===== src/rtl/md_cell_pkg.sv =====
// rtl/md_cell_pkg.sv - shared constants and FSM state type for cell memory readers
package md_cell_pkg;

    localparam int POS_WIDTH       = 32;
    localparam int CELL_DATA_WIDTH = 3 * POS_WIDTH;
    localparam int RAM_RD_LATENCY  = 2;
    localparam int COUNT_ADDR      = 0;

    typedef enum logic [2:0] {
        IDLE,
        REQ_CNT,
        WAIT_CNT,
        STREAM,
        DRAIN,
        FINISH
    } cell_rd_state_t;

endpackage


===== src/rtl/cell_pos_skid_fifo.sv =====
// rtl/cell_pos_skid_fifo.sv - synchronous first-word-fall-through FIFO used as output skid buffer
module cell_pos_skid_fifo #(
    parameter  int DEPTH = 4,
    parameter  int WIDTH = 8,
    localparam int CNT_W = $clog2(DEPTH + 1)
) (
    input  logic             clk,
    input  logic             rst,
    input  logic             push,
    input  logic [WIDTH-1:0] push_data,
    input  logic             pop,
    output logic [WIDTH-1:0] head,
    output logic             full,
    output logic             empty,
    output logic [CNT_W-1:0] count
);

    localparam int PTR_W = (DEPTH > 1) ? $clog2(DEPTH) : 1;
    localparam logic [PTR_W-1:0] LAST_PTR = PTR_W'(DEPTH - 1);

    logic [WIDTH-1:0] mem [DEPTH];
    logic [PTR_W-1:0] wr_ptr;
    logic [PTR_W-1:0] rd_ptr;
    logic             do_push;
    logic             do_pop;

    function automatic logic [PTR_W-1:0] ptr_inc(input logic [PTR_W-1:0] p);
        return (p == LAST_PTR) ? '0 : p + 1'b1;
    endfunction

    assign do_push = push && !full;
    assign do_pop  = pop && !empty;
    assign full    = (count == CNT_W'(DEPTH));
    assign empty   = (count == '0);
    assign head    = mem[rd_ptr];

    // Storage needs no reset; only pointers and occupancy define FIFO state.
    always_ff @(posedge clk) begin
        if (do_push) begin
            mem[wr_ptr] <= push_data;
        end
    end

    always_ff @(posedge clk) begin
        if (rst) begin
            wr_ptr <= '0;
            rd_ptr <= '0;
            count  <= '0;
        end else begin
            if (do_push) begin
                wr_ptr <= ptr_inc(wr_ptr);
            end
            if (do_pop) begin
                rd_ptr <= ptr_inc(rd_ptr);
            end
            case ({do_push, do_pop})
                2'b10:   count <= count + 1'b1;
                2'b01:   count <= count - 1'b1;
                default: ;
            endcase
        end
    end

endmodule


===== src/rtl/cell_pos_reader.sv =====
// rtl/cell_pos_reader.sv - streams one cell's particle count and position records out of its RAM
module cell_pos_reader
    import md_cell_pkg::*;
#(
    parameter int DATA_WIDTH   = CELL_DATA_WIDTH,
    parameter int PARTICLE_NUM = 220,
    parameter int ADDR_WIDTH   = 8,
    parameter int FIFO_DEPTH   = 4
) (
    input  logic                  clk,
    input  logic                  rst,
    input  logic                  start,
    output logic                  busy,
    output logic                  done,
    output logic [ADDR_WIDTH-1:0] particle_count,
    output logic                  count_err,
    output logic [ADDR_WIDTH-1:0] ram_addr,
    output logic                  ram_rden,
    output logic                  ram_wren,
    output logic [DATA_WIDTH-1:0] ram_data,
    input  logic [DATA_WIDTH-1:0] ram_q,
    output logic                  out_valid,
    input  logic                  out_ready,
    output logic [DATA_WIDTH-1:0] out_pos,
    output logic [ADDR_WIDTH-1:0] out_pid,
    output logic                  out_last
);

    localparam logic [ADDR_WIDTH-1:0] MAX_COUNT = ADDR_WIDTH'(PARTICLE_NUM - 1);
    localparam int ENTRY_W = DATA_WIDTH + ADDR_WIDTH + 1;
    localparam int IF_W    = $clog2(RAM_RD_LATENCY + 1);
    localparam int FCNT_W  = $clog2(FIFO_DEPTH + 1);

    cell_rd_state_t state;
    cell_rd_state_t state_nxt;

    logic                  wait_cnt;
    logic [ADDR_WIDTH-1:0] next_addr;
    logic                  last_accepted;
    logic                  issue;
    logic                  credit_ok;
    logic                  drain_ok;
    logic [ADDR_WIDTH-1:0] cnt_raw;
    logic [ADDR_WIDTH-1:0] cnt_clamped;

    logic                  pipe_valid [RAM_RD_LATENCY];
    logic [ADDR_WIDTH-1:0] pipe_addr  [RAM_RD_LATENCY];
    logic [IF_W-1:0]       in_flight;

    logic                  fifo_push;
    logic [ENTRY_W-1:0]    fifo_push_data;
    logic                  fifo_pop;
    logic [ENTRY_W-1:0]    fifo_head;
    logic                  fifo_full;
    logic                  fifo_empty;
    logic [FCNT_W-1:0]     fifo_count;

    assign ram_wren = 1'b0;
    assign ram_data = '0;
    assign busy     = (state != IDLE);

    assign cnt_raw     = ram_q[ADDR_WIDTH-1:0];
    assign cnt_clamped = (cnt_raw > MAX_COUNT) ? MAX_COUNT : cnt_raw;

    always_comb begin
        in_flight = '0;
        for (int i = 0; i < RAM_RD_LATENCY; i++) begin
            in_flight = in_flight + IF_W'(pipe_valid[i]);
        end
    end

    // Every issued read already owns a FIFO slot, so returns can never be dropped.
    assign credit_ok = !fifo_full && ((int'(in_flight) + int'(fifo_count)) < FIFO_DEPTH);

    assign out_valid = !fifo_empty;
    assign fifo_pop  = out_valid && out_ready;
    assign {out_pos, out_pid, out_last} = out_valid ? fifo_head : '0;

    // The final acceptance may happen this cycle, letting done follow it immediately.
    assign drain_ok = (in_flight == '0) &&
                      ((last_accepted && fifo_empty) || (fifo_pop && out_last));

    always_comb begin
        state_nxt = state;
        ram_rden  = 1'b0;
        ram_addr  = '0;
        issue     = 1'b0;
        done      = 1'b0;
        case (state)
            IDLE: begin
                if (start) begin
                    state_nxt = REQ_CNT;
                end
            end
            REQ_CNT: begin
                ram_rden  = 1'b1;
                ram_addr  = ADDR_WIDTH'(COUNT_ADDR);
                state_nxt = WAIT_CNT;
            end
            WAIT_CNT: begin
                if (wait_cnt) begin
                    state_nxt = (cnt_clamped == '0) ? FINISH : STREAM;
                end
            end
            STREAM: begin
                if (credit_ok) begin
                    issue    = 1'b1;
                    ram_rden = 1'b1;
                    ram_addr = next_addr;
                    if (next_addr == particle_count) begin
                        state_nxt = DRAIN;
                    end
                end
            end
            DRAIN: begin
                if (drain_ok) begin
                    state_nxt = FINISH;
                end
            end
            FINISH: begin
                done      = 1'b1;
                state_nxt = IDLE;
            end
            default: state_nxt = IDLE;
        endcase
    end

    always_ff @(posedge clk) begin
        if (rst) begin
            state          <= IDLE;
            wait_cnt       <= 1'b0;
            next_addr      <= '0;
            particle_count <= '0;
            count_err      <= 1'b0;
            last_accepted  <= 1'b0;
        end else begin
            state <= state_nxt;
            case (state)
                IDLE: begin
                    if (start) begin
                        wait_cnt      <= 1'b0;
                        count_err     <= 1'b0;
                        last_accepted <= 1'b0;
                    end
                end
                WAIT_CNT: begin
                    wait_cnt <= 1'b1;
                    if (wait_cnt) begin
                        particle_count <= cnt_clamped;
                        count_err      <= (cnt_raw > MAX_COUNT);
                        next_addr      <= ADDR_WIDTH'(1);
                    end
                end
                STREAM: begin
                    if (issue) begin
                        next_addr <= next_addr + 1'b1;
                    end
                end
                default: ;
            endcase
            if (fifo_pop && out_last) begin
                last_accepted <= 1'b1;
            end
        end
    end

    // Address/valid shadow of the RAM read pipeline, aligned with ram_q.
    always_ff @(posedge clk) begin
        if (rst) begin
            for (int i = 0; i < RAM_RD_LATENCY; i++) begin
                pipe_valid[i] <= 1'b0;
                pipe_addr[i]  <= '0;
            end
        end else begin
            pipe_valid[0] <= issue;
            pipe_addr[0]  <= ram_addr;
            for (int i = 1; i < RAM_RD_LATENCY; i++) begin
                pipe_valid[i] <= pipe_valid[i-1];
                pipe_addr[i]  <= pipe_addr[i-1];
            end
        end
    end

    assign fifo_push      = pipe_valid[RAM_RD_LATENCY-1];
    assign fifo_push_data = {ram_q, pipe_addr[RAM_RD_LATENCY-1],
                             (pipe_addr[RAM_RD_LATENCY-1] == particle_count)};

    cell_pos_skid_fifo #(
        .DEPTH (FIFO_DEPTH),
        .WIDTH (ENTRY_W)
    ) u_skid_fifo (
        .clk       (clk),
        .rst       (rst),
        .push      (fifo_push),
        .push_data (fifo_push_data),
        .pop       (fifo_pop),
        .head      (fifo_head),
        .full      (fifo_full),
        .empty     (fifo_empty),
        .count     (fifo_count)
    );

endmodule


===== config.mk =====
export PLATFORM = sky130hd
export DESIGN_NAME = cell_pos_reader
export DESIGN_NICKNAME = d
export VERILOG_FILES = /design/src/rtl/md_cell_pkg.sv /design/src/rtl/cell_pos_skid_fifo.sv /design/src/rtl/cell_pos_reader.sv
export SDC_FILE = /design/constraint.sdc
export NUM_CORES = 1
export LEC_CHECK = 0
export CAP_MARGIN = 20
export CORE_ASPECT_RATIO = 0.75
export CORE_MARGIN = 3
export CORE_UTILIZATION = 40
export DETAILED_ROUTE_END_ITERATION = 6
export GPL_ROUTABILITY_DRIVEN = 1
export PLACE_DENSITY = 0.63
export SYNTH_ARGS = -nofsm -noshare
export SYNTH_HDL_FRONTEND = slang
export SYNTH_SLANG_ARGS = --single-unit

===== constraint.sdc =====
create_clock -name clk -period 4.71 [get_ports clk]
set_clock_uncertainty 0.1 [all_clocks]
set_input_delay 0.942 -clock clk [delete_from_list [all_inputs] [get_ports clk]]
set_output_delay 0.942 -clock clk [all_outputs]
set_load 0.005 [all_outputs]

==> out/metrics.cfg <==
[placement]
dp_hpwl_mm=23.4
placed_area_um2=21500
dpl_worst_slack_ns=1.05
port_buffers=225
gp_congestion=0.776

[layout]
drive_gt1_share_pct=14.3
antenna_cells=0
final_cell_mix=420 x edfxtp_1, 225 x clkdlybuf4s50_1, 122 x and2_1, 105 x mux4_2, 97 x conb_1
final_area_um2=22900
num-nets-final=1374
final_common_cell=edfxtp_1
area_growth_syn_to_layout_pct=21.8

[grt]
grt_max_degree=99
grt_pass1_vias=9752
antenna_found_initial=3
grt_overflow=0
grt_pass1_wl_mm=58.8
track_usage_pct=15.4

[yosys]
avgSynthCellArea_um2=18.4
yosysSeqAreaShare_pct=72.3
async_reset_ff_share_pct=0
ys_ff_latch=469
syn_inst=1024
yosysWarnings=0
synth_top_flop_cell=edfxtp_1
synth_edf_count=420
netlist_area_um2=18800
synth_cell_types=45

[sta]
slew_headroom_pct=38.4
post-route-min-period_ns=4.20
rsz0062_at_grt=false
setup_viol=0
fmax_ghz=0.238
worst_pin_slew_ns=0.921
tns_ns=0
setup_slack_ns=0.506
drv_slew=0
hold_viol=0
period_share_pct=89.3

[power_and_ir_drop]
p_leak_uw=0.00727
peakVddDrop_mv=0.253
power_density_nw_per_um2=365

[drt]
first_pass_iters=5
drtIter0Drc=588
num_vias=9377
vias_per_cell=4.86
wl_per_cell_um=19.9
drc_errors=0
final_antenna_net_count=0
routed_wl_mm=38.4

[worst_hold_path]
hold_path_class=register to register
whs_path_depth=1

[cts]
hold_buffers=0
cts_setup_buffers=0
h-tree-depth=2
clock_sink_count=469
cts-buffers-inserted=46
cts_tree=done
clkTransAtPathRegs_ns=0.06
cts_resized=0
cts_buffer_depth=3
clock_latency_ns=0.56
root_buffer=clkbuf_16

[setup_path]
r2r_cells=10
cp.arrival_ns=3.16
cp_data_required_time_ns=3.67
worstSetupEndpointType=primary output
start_kind=register
cp_max_fo=57
criticalPathCategory=register to primary output

[run_status]
status=finished clean

[floorplan]
io-pin-count=323
die_area_um2=49600
start_util_pct=40.7
fp-row-count=68
chipHeight_um=194
die_width_um=256
core_area_um2=46200

[run]
drv_cap=0

## final cells by class
class	instances	area [um2]
Clock buffer	63	1250
Clock inverter	20	141
Fill cell	3824	23300
Inverter	12	46.3
Multi-Input combinational cell	495	4600
Sequential cell	469	13600
Tap cell	630	788
Timing Repair Buffer	239	2460
## cell families after synthesis
group / share of synthesized area (%)
and+or+nand+nor: 6.70
muxes: 12.7
other: 0.0200
buffers and inverters: 5.15
xor gates and xnor gates: 0.839
adders and majority gates: 0.772
DFF: 72.3
AOI/OAI and AO/OA: 1.43
## metrics by stage
stage	hold slack, ns	util [%]	total power, uW	std cells
floorplan	0.314	-	4860	1120
global placement	0.327	46.5	5010	1845
detailed placement	0.323	46.5	5020	1845
CTS	0.337	49.5	8470	1928
global route	0.364	49.5	8690	1928
finish	0.336	49.5	8350	1928
## Yosys cell counts, types with 4 or more instances
| cell | number | area share [%] |
|---|---|---|
| nor2b_1 | 10 | 0.33 |
| or3_1 | 6 | 0.20 |
| clkbuf_1 | 27 | 0.54 |
| a21oi_1 | 19 | 0.51 |
| inv_1 | 11 | 0.22 |
| nor2_1 | 20 | 0.40 |
| ha_1 | 10 | 0.67 |
| buf_2 | 15 | 0.40 |
| nand2_1 | 19 | 0.38 |
| buf_1 | 5 | 0.10 |
| and2_1 | 126 | 4.2 |
| dfxtp_1 | 49 | 5.2 |
| nor3_1 | 11 | 0.29 |
| nand3_1 | 6 | 0.16 |
| o21ai_0 | 7 | 0.19 |
| o31ai_1 | 4 | 0.16 |
| edfxtp_1 | 420 | 67 |
| nand4_1 | 6 | 0.20 |
| buf_4 | 97 | 3.9 |
| xnor2_1 | 16 | 0.75 |
| mux4_2 | 105 | 13 |
## power by group
part           switching [uW]  internal [uW]
sequential               21.6           4540
clock                    1470           1950
combinational             170            195
total                    1660           6690
## final timing paths
check,from,to,slack (ns)
worst min register to register,pipe_addr[0][0]$_SDFF_PP0_,pipe_addr[0][8]$_SDFF_PP0_,0.34
worst min-delay path,pipe_addr[0][0]$_SDFF_PP0_,pipe_addr[0][8]$_SDFF_PP0_,0.34
worst max register to register,u_skid_fifo.count[2]$_SDFFE_PP0P_,u_skid_fifo.count[2]$_SDFFE_PP0P_,1.78
worst max-delay path,u_skid_fifo.count[2]$_SDFFE_PP0P_,out_pos[53],0.51
## worst max-delay path, cell delays in order, from the launching register on
cell and delay, ns:
dfxtp_1 0.34, nor3_1 0.30, clkinv_2 0.68, buf_4 0.53, and2_1 0.23, clkdlybuf4s50_1 0.45
## layer usage
metal,part of all wire [%],GRT usage (%),wire (um)
met4,1.7,3.95,649
met5,0.089,0,34
met3,6.4,4.07,2470
met1,44,21.5,16900
met2,48,24.1,18300
## flip-flops by register name, summed over array words and instances, names as in the netlist, named ones only
| register | count |
|---|---|
| wait_cnt | 1 |
| u_skid_fifo.rd_ptr | 2 |
| particle_count | 8 |
| u_skid_fifo.count | 3 |
| pipe_addr | 16 |
| state | 3 |
| last_accepted | 1 |
| pipe_valid | 2 |
| u_skid_fifo.mem | 420 |
| u_skid_fifo.wr_ptr | 2 |
| count_err | 1 |
| next_addr | 8 |
(Power assumes the default switching activity.)
